[config.mk]
export PLATFORM = sky130hd
export DESIGN_NAME = imem_boot_loader
export DESIGN_NICKNAME = d
export VERILOG_FILES = /design/src/rtl/imem_boot_loader.sv
export SDC_FILE = /design/constraint.sdc
export NUM_CORES = 1
export LEC_CHECK = 0
export BUFFER_PORTS_ARGS = -buffer_cell sky130_fd_sc_hd__buf_2
export CAP_MARGIN = 30
export CELL_PAD_IN_SITES_DETAIL_PLACEMENT = 2
export CELL_PAD_IN_SITES_GLOBAL_PLACEMENT = 2
export CORE_MARGIN = 2
export CORE_UTILIZATION = 37
export DETAILED_ROUTE_END_ITERATION = 10
export PLACE_DENSITY = 0.9
export SLEW_MARGIN = 20
export SYNTH_ARGS = -nofsm -noshare
export SYNTH_HDL_FRONTEND = slang
export SYNTH_SLANG_ARGS = --single-unit
[constraint.sdc]
create_clock -name clk -period 4.1 [get_ports clk]
set_clock_uncertainty 0.15 [all_clocks]
set_input_delay 0.82 -clock clk [delete_from_list [all_inputs] [get_ports clk]]
set_output_delay 0.82 -clock clk [all_outputs]
set_load 0.02 [all_outputs]
[src/rtl/imem_boot_loader.sv]
// Boot loader: receives a framed program image over a byte stream, writes it to
// instruction memory, verifies an XOR checksum and releases the CPU on success.
module imem_boot_loader #(
    parameter int          ADDR_W    = 10,
    parameter logic [7:0]  SYNC_BYTE = 8'hA5
) (
    input  logic              clk,
    input  logic              reset,
    input  logic              rx_valid,
    input  logic [7:0]        rx_data,
    output logic              imem_we,
    output logic [ADDR_W-1:0] imem_addr,
    output logic [31:0]       imem_wdata,
    output logic              cpu_reset,
    output logic              busy,
    output logic              load_done,
    output logic              load_error
);

    localparam int          CNT_W   = ADDR_W + 1;
    localparam logic [16:0] DEPTH17 = 17'(1) << ADDR_W;

    typedef enum logic [2:0] {
        S_IDLE,
        S_LEN_LO,
        S_LEN_HI,
        S_DATA,
        S_CHK,
        S_DONE,
        S_ERR
    } state_t;

    state_t             r_state;
    state_t             w_next;
    logic [7:0]         r_len_lo;
    logic [15:0]        r_len;
    logic [CNT_W-1:0]   r_word_cnt;
    logic [1:0]         r_byte_cnt;
    logic [7:0]         r_chk;
    logic [23:0]        r_word;
    logic               r_we;
    logic [ADDR_W-1:0]  r_addr;
    logic [31:0]        r_wdata;
    logic               r_cpu_reset;
    logic               r_busy;
    logic               r_done;
    logic               r_error;

    logic [15:0]        w_len;
    logic               w_len_bad;
    logic               w_word_last;
    logic               w_sync;

    assign w_len       = {rx_data, r_len_lo};
    assign w_len_bad   = (w_len == 16'd0) || ({1'b0, w_len} > DEPTH17);
    assign w_word_last = ((17'(r_word_cnt) + 17'd1) == {1'b0, r_len});
    assign w_sync      = rx_valid && (rx_data == SYNC_BYTE);

    always_comb begin
        w_next = r_state;
        if (rx_valid) begin
            case (r_state)
                S_IDLE:   if (w_sync) w_next = S_LEN_LO;
                S_LEN_LO: w_next = S_LEN_HI;
                S_LEN_HI: w_next = w_len_bad ? S_ERR : S_DATA;
                S_DATA:   if (r_byte_cnt == 2'd3 && w_word_last) w_next = S_CHK;
                S_CHK:    w_next = (rx_data == r_chk) ? S_DONE : S_ERR;
                S_DONE:   w_next = S_DONE;
                S_ERR:    if (w_sync) w_next = S_LEN_LO;
                default:  w_next = S_IDLE;
            endcase
        end
    end

    // Status flags are registered from the next state so they line up with r_state.
    always_ff @(posedge clk) begin
        if (reset) begin
            r_state     <= S_IDLE;
            r_cpu_reset <= 1'b1;
            r_busy      <= 1'b0;
            r_done      <= 1'b0;
            r_error     <= 1'b0;
        end else begin
            r_state     <= w_next;
            r_cpu_reset <= (w_next != S_DONE);
            r_busy      <= (w_next == S_LEN_LO) || (w_next == S_LEN_HI) ||
                           (w_next == S_DATA)   || (w_next == S_CHK);
            r_done      <= (w_next == S_DONE);
            r_error     <= (w_next == S_ERR);
        end
    end

    always_ff @(posedge clk) begin
        if (reset) begin
            r_len_lo   <= '0;
            r_len      <= '0;
            r_word_cnt <= '0;
            r_byte_cnt <= '0;
            r_chk      <= '0;
            r_word     <= '0;
            r_we       <= 1'b0;
            r_addr     <= '0;
            r_wdata    <= '0;
        end else begin
            r_we <= 1'b0;
            if (rx_valid) begin
                case (r_state)
                    S_IDLE, S_ERR: begin
                        if (w_sync) begin
                            r_word_cnt <= '0;
                            r_byte_cnt <= '0;
                            r_chk      <= '0;
                        end
                    end
                    S_LEN_LO: r_len_lo <= rx_data;
                    S_LEN_HI: r_len    <= w_len;
                    S_DATA: begin
                        r_chk      <= r_chk ^ rx_data;
                        r_byte_cnt <= r_byte_cnt + 2'd1;
                        case (r_byte_cnt)
                            2'd0:    r_word[7:0]   <= rx_data;
                            2'd1:    r_word[15:8]  <= rx_data;
                            2'd2:    r_word[23:16] <= rx_data;
                            default: begin
                                // Top byte goes straight into the write word, no extra cycle.
                                r_we       <= 1'b1;
                                r_addr     <= r_word_cnt[ADDR_W-1:0];
                                r_wdata    <= {rx_data, r_word};
                                r_word_cnt <= r_word_cnt + 1'b1;
                            end
                        endcase
                    end
                    default: ;
                endcase
            end
        end
    end

    assign imem_we    = r_we;
    assign imem_addr  = r_addr;
    assign imem_wdata = r_wdata;
    assign cpu_reset  = r_cpu_reset;
    assign busy       = r_busy;
    assign load_done  = r_done;
    assign load_error = r_error;

endmodule

**Word-level counts from Yosys, hierarchy flattened**

Index checks and enable logic that the tools add are counted.

- $add $sub $neg: 3
- Magnitude comparators: 1
- Equal/unequal tests: 21
- Mux-type cells: 14
- Bitwise operators: 4
- Reductions and logical operators: 21

Operators with widths:

| operator | number |
|---|---|
| 11-bit 2-to-1 mux | 2 |
| 11-bit one-hot mux with 2 select lines | 1 |
| 3-bit equality test, second input constant | 6 |
| 3-bit one-hot mux with 6 select lines | 1 |
| 12-bit by 16-bit equality test with 1-bit output | 1 |
| 16-bit by 11-bit greater-than comparator with 1-bit output, second input constant | 1 |
| 16-bit zero test | 1 |
| 8-bit one-hot mux with 2 select lines | 1 |
| 3-bit AND reduction | 5 |
| 11-bit by 1-bit adder with 12-bit output, second input constant | 1 |
| 3-bit by 2-bit equality test with 1-bit output, second input constant | 4 |
| 3-bit 2-to-1 mux | 4 |
| 11-bit by 1-bit adder with 11-bit output, second input constant | 1 |
| 8-bit equality test | 1 |
| 8-bit equality test, second input constant | 1 |
| 8-bit 2-to-1 mux | 1 |
| 8-bit XOR | 1 |
| 3-bit by 1-bit equality test with 1-bit output, second input constant | 2 |
| 3-bit OR reduction | 2 |
| 2-bit equality test, second input constant | 2 |
| 1-bit logical OR | 4 |
| 2-bit 2-to-1 mux | 2 |
| 2-bit one-hot mux with 2 select lines | 1 |
| 2-bit AND reduction | 2 |
| other kinds (13) | 16 |

- Register bits: 119
- Input bits: 11

**Longest topological paths before layout**

Gate-level depths: netlist (run 1).

- Word-level depth: 10
- Gate-level depth with buffers: 10
- Gate-level depth less buffers: 9

**Least setup slack after synthesis (run 1)**

OpenSTA, ideal clock, no wires.

- Kind: input port to flip-flop
- Start: input rx_data[3]
- End: register r_word_cnt[8]
- Arrival time: 2439 ps
- Data required time: 3822 ps
- Slack: 1384 ps
- Stages: 10
- Cells stage by stage: buf_2 > or3_1 > nor4_2 > nand2_1 > a21oi_1 > o21ai_0 > clkbuf_1 > a21o_1 > a21oi_1 > nor2_1

- Cells in the longest elaborated chain, start to end: 4

Ends and longest elaborated chain:

| element | RTL line | text |
|---|---|---|
| start: declaration | 10 | `input logic [7:0] rx_data,` |
| 8-bit equality test | 57 | `assign w_sync = rx_valid && (rx_data == SYNC_BYTE);` |
| 1-bit logical AND | 57 |  |
| 2-bit by 1-bit != test with 1-bit output (no line) | -- |  |
| 4-bit AND reduction (no line) | -- |  |
| end signal: assignment | 129 | `r_word_cnt <= r_word_cnt + 1'b1;` |
| end: declaration | 37 | `logic [CNT_W-1:0] r_word_cnt;` |

Every way passes these cells.
A chain may end at the register's enable or synchronous reset.

**Final worst setup path (run 1)**

- Start: register r_word_cnt[0]
- End: register r_cpu_reset (netlist: cpu_reset)

- Cells in the longest elaborated chain, start to end: 7

Ends and longest elaborated chain:

| element | RTL line | text |
|---|---|---|
| 11-bit by 1-bit adder with 12-bit output | 56 | `assign w_word_last = ((17'(r_word_cnt) + 17'd1) == {1'b0, r_len});` |
| 12-bit by 16-bit equality test with 1-bit output | 56 |  |
| 1-bit logical AND | 66 | `S_DATA: if (r_byte_cnt == 2'd3 && w_word_last) w_next = S_CHK;` |
| 3-bit 2-to-1 mux | 66 |  |
| 3-bit one-hot mux with 6 select lines | 62 | `case (r_state)` |
| 3-bit 2-to-1 mux | 61 | `if (rx_valid) begin` |
| 3-bit != test | 85 | `r_cpu_reset <= (w_next != S_DONE);` |
| end signal: assignment | 85 |  |
| end: declaration | 44 | `logic r_cpu_reset;` |

Every way passes these cells.

==> flow_results.xml, run 1 <==
<?xml version="1.0" encoding="UTF-8"?>
<metrics>
  <group name="status">
    <metric name="outcome" unit="">finished, final reports clean</metric>
  </group>
  <group name="synthesis">
    <metric name="synth.ff_latch_count" unit="">119</metric>
    <metric name="asyncSetResetFlopFracSynth" unit="%">0</metric>
    <metric name="ys_top_cells_by_area" unit="">dfxtp_1 (47%), nand2_1 (11%), a21oi_1 (11%), nand3_1 (3.1%), nor2_1 (2.9%)</metric>
    <metric name="mappedNetlistArea" unit="um^2">5090</metric>
    <metric name="synth_cells" unit="">646</metric>
    <metric name="synth_sequential_area_ratio" unit="%">46.8</metric>
    <metric name="postSynthNetCount" unit="">662</metric>
    <metric name="post-synth-top-area-cell" unit="">dfxtp_1</metric>
    <metric name="synth_enable_flop_cells" unit="">0</metric>
    <metric name="syn_avg_cell_area" unit="um^2">7.88</metric>
    <metric name="top_reg_cell_synth" unit="">dfxtp_1</metric>
    <metric name="synth-warning-count" unit="">0</metric>
    <metric name="post_synthesis_cell_type_count" unit="">52</metric>
    <metric name="netlist.area_leader.share" unit="%">46.8</metric>
  </group>
  <group name="timing">
    <metric name="setup_tns" unit="ns">0</metric>
    <metric name="hold-worst-slack" unit="ns">0.303</metric>
    <metric name="max_freq" unit="GHz">0.327</metric>
    <metric name="final_hold_viol_count" unit="">0</metric>
    <metric name="layout_worst_path_cycle_share" unit="%">74.5</metric>
    <metric name="setup_viol" unit="">0</metric>
    <metric name="slew-limit-headroom" unit="%">38.5</metric>
    <metric name="rsz0062_at_grt" unit="">no</metric>
    <metric name="worst_slew_pin_slew" unit="ns">0.917</metric>
    <metric name="finalCriticalPeriod" unit="ns">3.05</metric>
    <metric name="final_max_slew_viol_count" unit="">0</metric>
    <metric name="setup_slack" unit="ns">1.05</metric>
  </group>
  <group name="min_path">
    <metric name="min_path_type" unit="">reg2reg</metric>
  </group>
  <group name="placed_design">
    <metric name="finalWeightedCongestion" unit="">0.866</metric>
    <metric name="place.detailed.instances" unit="">835</metric>
    <metric name="pre_cts_ws" unit="ns">1.10</metric>
    <metric name="detailed_place_hpwl" unit="um">11300</metric>
    <metric name="numPortBuffers" unit="">57</metric>
    <metric name="post_dp_cell_area" unit="um^2">5450</metric>
  </group>
  <group name="global_route">
    <metric name="grt_pass1_vias" unit="">5385</metric>
    <metric name="grt_antenna_before_repair" unit="">0</metric>
    <metric name="grt_max_degree" unit="">79</metric>
    <metric name="grt_busiest_layer" unit="">met2</metric>
    <metric name="grt.total_usage" unit="%">26.0</metric>
    <metric name="global_route_wire_length_before_repair" unit="um">29200</metric>
    <metric name="grt_use_met2" unit="%">48.0</metric>
    <metric name="overflow" unit="">0</metric>
    <metric name="groute.layer.met1.usage" unit="%">29.2</metric>
    <metric name="globalRouteMet3Util" unit="%">5.92</metric>
  </group>
  <group name="floorplanning">
    <metric name="initial_utilization" unit="%">38.2</metric>
    <metric name="die_h" unit="um">121</metric>
    <metric name="pin_count" unit="">58</metric>
    <metric name="core" unit="um^2">13300</metric>
    <metric name="std_cell_rows" unit="">42</metric>
    <metric name="dieArea" unit="um^2">14700</metric>
    <metric name="die_width" unit="um">121</metric>
  </group>
  <group name="final_layout">
    <metric name="layout_common_cells" unit="">nand2_1 (153), dfxtp_1 (119), a21oi_1 (112)</metric>
    <metric name="layoutNonFillerInstCount" unit="">865</metric>
    <metric name="final_core_area_utilization" unit="%">44.9</metric>
    <metric name="nets" unit="">694</metric>
    <metric name="layout-drive-gt1-share" unit="%">16.0</metric>
    <metric name="final_common_cell" unit="">nand2_1</metric>
    <metric name="post-route-cell-area" unit="um^2">5990</metric>
    <metric name="insertedDiodeCount" unit="">0</metric>
    <metric name="layout-area-overhead-vs-synth" unit="%">17.6</metric>
  </group>
  <group name="detailed_routing">
    <metric name="remaining_drc_errors" unit="">0</metric>
    <metric name="drt-initial-drc-count" unit="">279</metric>
    <metric name="route.detailed.wl_per_inst" unit="um">21.4</metric>
    <metric name="postRouteAntennaNets" unit="">0</metric>
    <metric name="detailedRoute.firstPassIterationCount" unit="">4</metric>
    <metric name="totalWireLength" unit="um">18500</metric>
    <metric name="routed-via-count" unit="">4829</metric>
    <metric name="drt-vias-per-instance" unit="">5.58</metric>
  </group>
  <group name="clock_tree">
    <metric name="cts_htree_levels" unit="">4</metric>
    <metric name="postCtsResizedCells" unit="">0</metric>
    <metric name="cts-root-buf" unit="">clkbuf_16</metric>
    <metric name="post-cts-setup-buffers" unit="">0</metric>
    <metric name="tritoncts" unit="">yes</metric>
    <metric name="clk_latency" unit="ns">0.43</metric>
    <metric name="max-clock-path-buffers" unit="">2</metric>
    <metric name="post_cts_hold_buffer_count" unit="">0</metric>
    <metric name="clkSinkCount" unit="">119</metric>
    <metric name="clk_transition_reported_paths" unit="ns">0.05</metric>
    <metric name="cts_made_buffers" unit="">17</metric>
  </group>
  <group name="worst_setup_path">
    <metric name="cp_data_required_time" unit="ns">4.26</metric>
    <metric name="crit_path_max_fanout" unit="">8</metric>
    <metric name="start_kind" unit="">flop</metric>
    <metric name="worst_setup_path_end_kind" unit="">flop</metric>
    <metric name="timing.setup.critical_path_class" unit="">reg2reg</metric>
    <metric name="timing.critical_path.arrival" unit="ns">3.22</metric>
  </group>
  <group name="flow_run">
    <metric name="cap_viol_max_count" unit="">0</metric>
  </group>
  <group name="power">
    <metric name="cellPowerDensity" unit="nW/um^2">449</metric>
    <metric name="finalPower" unit="mW">2.69</metric>
    <metric name="peakVddDrop" unit="mV">0.215</metric>
    <metric name="standby_leakage_power" unit="nW">2.21</metric>
  </group>
</metrics>
## cells by family after synthesis
group           share of synthesized area (%)
compound gates                           15.8
flops                                    46.8
mux                                      1.77
fa+ha+maj                                1.23
simple gates                             26.0
buf+inv                                  4.79
xor+xnor                                 3.61
## per-layer routing
layer,wire (um),vias to the layer above,part of all wire (%)
li1,-,2242,-
met1,7480,2437,40
met2,9790,117,53
met3,858,33,4.6
met4,384,0,2.1
met5,0,-,0
## final timing paths
kind            startpoint            to  slack, ns  cells past startpoint
max          r_word_cnt[0]     cpu_reset       1.05                      8
min           imem_addr[1]  imem_addr[1]       0.30                      2
max reg2reg  r_word_cnt[0]     cpu_reset       1.05                      8
min reg2reg   imem_addr[1]  imem_addr[1]       0.30                      2
## cell usage after synthesis (all sizes together) (2+ instances only)
library cell,instances
and3,4
a211oi,2
nand4,5
nor3b,2
nand3b,12
ha,5
and2,3
dfxtp,119
nor2,40
o21ai,21
buf,16
clkbuf,35
a21o,2
nand2,154
inv,8
nor3,10
or3,2
nand3,34
xor2,14
or3b,2
nand2b,2
and4,2
xnor2,7
mux2i,9
nor4,7
a21oi,112
or2,3
## critical path: stages (launching register included)
cell	delay, ns
dfxtp_1	0.50
ha_1	0.35
nand3_2	0.15
nor4_2	0.49
nor2_1	0.11
nor3_1	0.25
nand4_1	0.21
o21ai_1	0.37
or3b_1	0.38
## flip-flops by register name, indices dropped and copies added, names as in the netlist, 2 cells and up
signal and cells:
r_word_cnt 11, r_len 16, imem_wdata 32, r_chk 8
imem_addr 10, r_len_lo 8, r_byte_cnt 2, r_word 24
r_state 3
## power by group
group          leakage (nW)  total, mW  internal (mW)  switching, mW
clock                 0.281       1.42          0.871          0.544
combinational         0.973     0.0986         0.0259         0.0728
sequential            0.959       1.18           1.17         0.0106
## layout make-up
| class | count | area, um^2 |
|---|---|---|
| fill | 1494 | 7360 |
| multi-input combinational | 468 | 2470 |
| sequential | 119 | 2380 |
| clock buffer | 17 | 425 |
| timing repair buffer | 64 | 348 |
| tap | 176 | 220 |
| clock inverter | 13 | 115 |
| inverter | 8 | 30.0 |
Note: power is estimated with default switching activity, not from simulation.
==> inputs of run 2 (changes only) <==
CORE_UTILIZATION = 34   (was 37)
PLACE_DENSITY = 0.84   (was 0.9)
clock period = 2.9 ns   (was 4.1 ns; I/O delays follow)
==> run 2 against run 1 <==
Compared with the run above: die area grew 8.5%; highest routed layer unchanged; via count is 0.54% lower; fmax is 11% higher; flip-flop and latch count stayed put; critical path depth increased by 1.
==> flow_results.xml, run 2 (same netlist as run 1, synthesis figures left out) <==
<?xml version="1.0" encoding="UTF-8"?>
<metrics>
  <group name="final_layout">
    <metric name="final.fill_count" unit="">1628</metric>
    <metric name="layout-area-overhead-vs-synth" unit="%">21.4</metric>
    <metric name="nets" unit="">708</metric>
    <metric name="final_core_area_utilization" unit="%">42.4</metric>
    <metric name="largest_register_ff_count" unit="">32</metric>
    <metric name="ff_latch_area" unit="um^2">2390</metric>
    <metric name="final_common_cell" unit="">nand2_1</metric>
    <metric name="multi_input_area" unit="um^2">2500</metric>
    <metric name="layout_common_cells" unit="">nand2_1 (152), dfxtp_1 (116), a21oi_1 (112)</metric>
    <metric name="post-route-cell-area" unit="um^2">6180</metric>
    <metric name="layout-drive-gt1-share" unit="%">18.9</metric>
    <metric name="insertedDiodeCount" unit="">0</metric>
    <metric name="layoutNonFillerInstCount" unit="">889</metric>
  </group>
  <group name="clock_tree">
    <metric name="cts-root-buf" unit="">clkbuf_16</metric>
    <metric name="clk_latency" unit="ns">0.43</metric>
    <metric name="post-cts-setup-buffers" unit="">0</metric>
    <metric name="max-clock-path-buffers" unit="">2</metric>
    <metric name="cts_htree_levels" unit="">4</metric>
    <metric name="post_cts_hold_buffer_count" unit="">0</metric>
    <metric name="tritoncts" unit="">yes</metric>
    <metric name="clkSinkCount" unit="">119</metric>
    <metric name="cts_made_buffers" unit="">17</metric>
    <metric name="clk_transition_reported_paths" unit="ns">0.05</metric>
  </group>
  <group name="worst_setup_path">
    <metric name="rr_worst_depth" unit="">9</metric>
    <metric name="timing.setup.critical_path_class" unit="">reg2reg</metric>
    <metric name="rr_endpoint" unit="">cpu_reset</metric>
    <metric name="cp_data_required_time" unit="ns">3.05</metric>
    <metric name="crit_path_max_fanout" unit="">6</metric>
    <metric name="worst_setup_path_end_kind" unit="">flop</metric>
    <metric name="start_kind" unit="">flop</metric>
    <metric name="capture_point_of_the_worst_path" unit="">cpu_reset</metric>
    <metric name="worst-r2r-setup-slack" unit="ns">0.16</metric>
    <metric name="worstReg2RegStart" unit="">r_word_cnt[0]</metric>
    <metric name="timing.critical_path.arrival" unit="ns">2.89</metric>
    <metric name="critPathLaunch" unit="">r_word_cnt[0]</metric>
  </group>
  <group name="timing">
    <metric name="setup_viol" unit="">0</metric>
    <metric name="max_freq" unit="GHz">0.365</metric>
    <metric name="slew-limit-headroom" unit="%">52.9</metric>
    <metric name="worst_slew_pin_slew" unit="ns">0.705</metric>
    <metric name="finalCriticalPeriod" unit="ns">2.74</metric>
    <metric name="layout_worst_path_cycle_share" unit="%">94.5</metric>
    <metric name="final_hold_viol_count" unit="">0</metric>
    <metric name="final_max_slew_viol_count" unit="">0</metric>
    <metric name="hold-worst-slack" unit="ns">0.304</metric>
  </group>
  <group name="floorplanning">
    <metric name="die_width" unit="um">126</metric>
    <metric name="std_cell_rows" unit="">44</metric>
    <metric name="pin_count" unit="">58</metric>
    <metric name="dieArea" unit="um^2">16000</metric>
    <metric name="core" unit="um^2">14600</metric>
    <metric name="die_h" unit="um">126</metric>
    <metric name="initial_utilization" unit="%">34.9</metric>
  </group>
  <group name="power">
    <metric name="cellPowerDensity" unit="nW/um^2">635</metric>
    <metric name="peakVddDrop" unit="mV">0.435</metric>
    <metric name="finalPower" unit="mW">3.93</metric>
    <metric name="standby_leakage_power" unit="nW">2.32</metric>
  </group>
  <group name="global_route">
    <metric name="grt_max_degree" unit="">66</metric>
    <metric name="grt_pass1_vias" unit="">5423</metric>
    <metric name="grt.total_usage" unit="%">23.6</metric>
    <metric name="overflow" unit="">0</metric>
    <metric name="grt_antenna_before_repair" unit="">0</metric>
    <metric name="global_route_wire_length_before_repair" unit="um">29500</metric>
  </group>
  <group name="min_path">
    <metric name="min_path_type" unit="">reg2reg</metric>
  </group>
  <group name="detailed_routing">
    <metric name="remaining_drc_errors" unit="">0</metric>
    <metric name="totalWireLength" unit="um">18000</metric>
    <metric name="route.detailed.wl_per_inst" unit="um">20.2</metric>
    <metric name="drt-vias-per-instance" unit="">5.40</metric>
    <metric name="postRouteAntennaNets" unit="">0</metric>
    <metric name="drt-initial-drc-count" unit="">284</metric>
    <metric name="detailedRoute.firstPassIterationCount" unit="">5</metric>
    <metric name="routed-via-count" unit="">4803</metric>
  </group>
  <group name="flow_run">
    <metric name="cap_viol_max_count" unit="">0</metric>
  </group>
  <group name="placed_design">
    <metric name="place.detailed.instances" unit="">857</metric>
    <metric name="numPortBuffers" unit="">57</metric>
    <metric name="post_dp_cell_area" unit="um^2">5570</metric>
    <metric name="finalWeightedCongestion" unit="">0.842</metric>
    <metric name="detailed_place_hpwl" unit="um">11700</metric>
  </group>
  <group name="status">
    <metric name="outcome" unit="">finished, final reports clean</metric>
  </group>
</metrics>
run 2: changes by cell type in the layout (fill, tap and decap cells not counted), sizes merged:
cell	delta
buf	+14
clkinv	-3
clkbuf	+5
run 2: worst max-delay path: stages (launching register included):
cell	delay, ns
dfxtp_1	0.43
ha_2	0.28
and3_1	0.23
nand3_1	0.15
xnor2_1	0.20
nor3_2	0.23
and4_1	0.25
a21oi_1	0.09
or2_4	0.25
or3b_1	0.36
run 2: what timing repair did:
action	in CTS	in global routing
gates resized for setup	3	5
pin swaps	0	1
setup endpoints to repair	2	2
run 2: stage by stage:
| stage | TNS, ns | setup WS [ns] |
|---|---|---|
| 3_3_place_gp | 0 | 0.218 |
| 2_1_floorplan | 0 | 0.377 |
| 6_report | 0 | 0.159 |
| 3_5_place_dp | -0.0548 | -0.0548 |
| 5_1_grt | -0.00309 | -0.00309 |
| 4_1_cts | 0 | 0.0355 |
run 2: final cells by class:
type | count | share of cell area (%)
clock buffer | 22 | 7.83
clock inverter | 10 | 1.62
inverter | 8 | 0.486
multi-input combinational | 468 | 40.4
sequential | 119 | 38.6
tap | 184 | 3.72
timing repair buffer | 78 | 7.40
run 2: worst min-delay path by stage:
stage / from / to / slack [ns] / depth (start not counted)
final: imem_addr[4] / imem_addr[4] / 0.30 / 2
after global routing: imem_wdata[8] / imem_wdata[8] / 0.33 / 2
after CTS: imem_addr[3] / imem_addr[3] / 0.31 / 2
after detailed placement: r_word[2] / r_word[2] / 0.30 / 2
after global placement: imem_addr[3] / imem_addr[3] / 0.29 / 2
after floorplan: r_word[0] / imem_wdata[0] / 0.28 / 2
run 2: layer usage:
metal	wire (um)	part of all wire [%]	global-route usage, %
met1	7520	42	26.9
met2	9490	53	42.4
met3	659	3.7	6.45
met4	317	1.8	7.82
met5	0	0	0
run 2: report_power, final:
group	leakage, nW	total [mW]	internal [mW]	switching (mW)
logic	1.06	0.153	0.0464	0.107
clock network	0.299	2.12	1.34	0.774
registers	0.961	1.66	1.65	0.0141
total	2.32	3.93	3.04	0.895
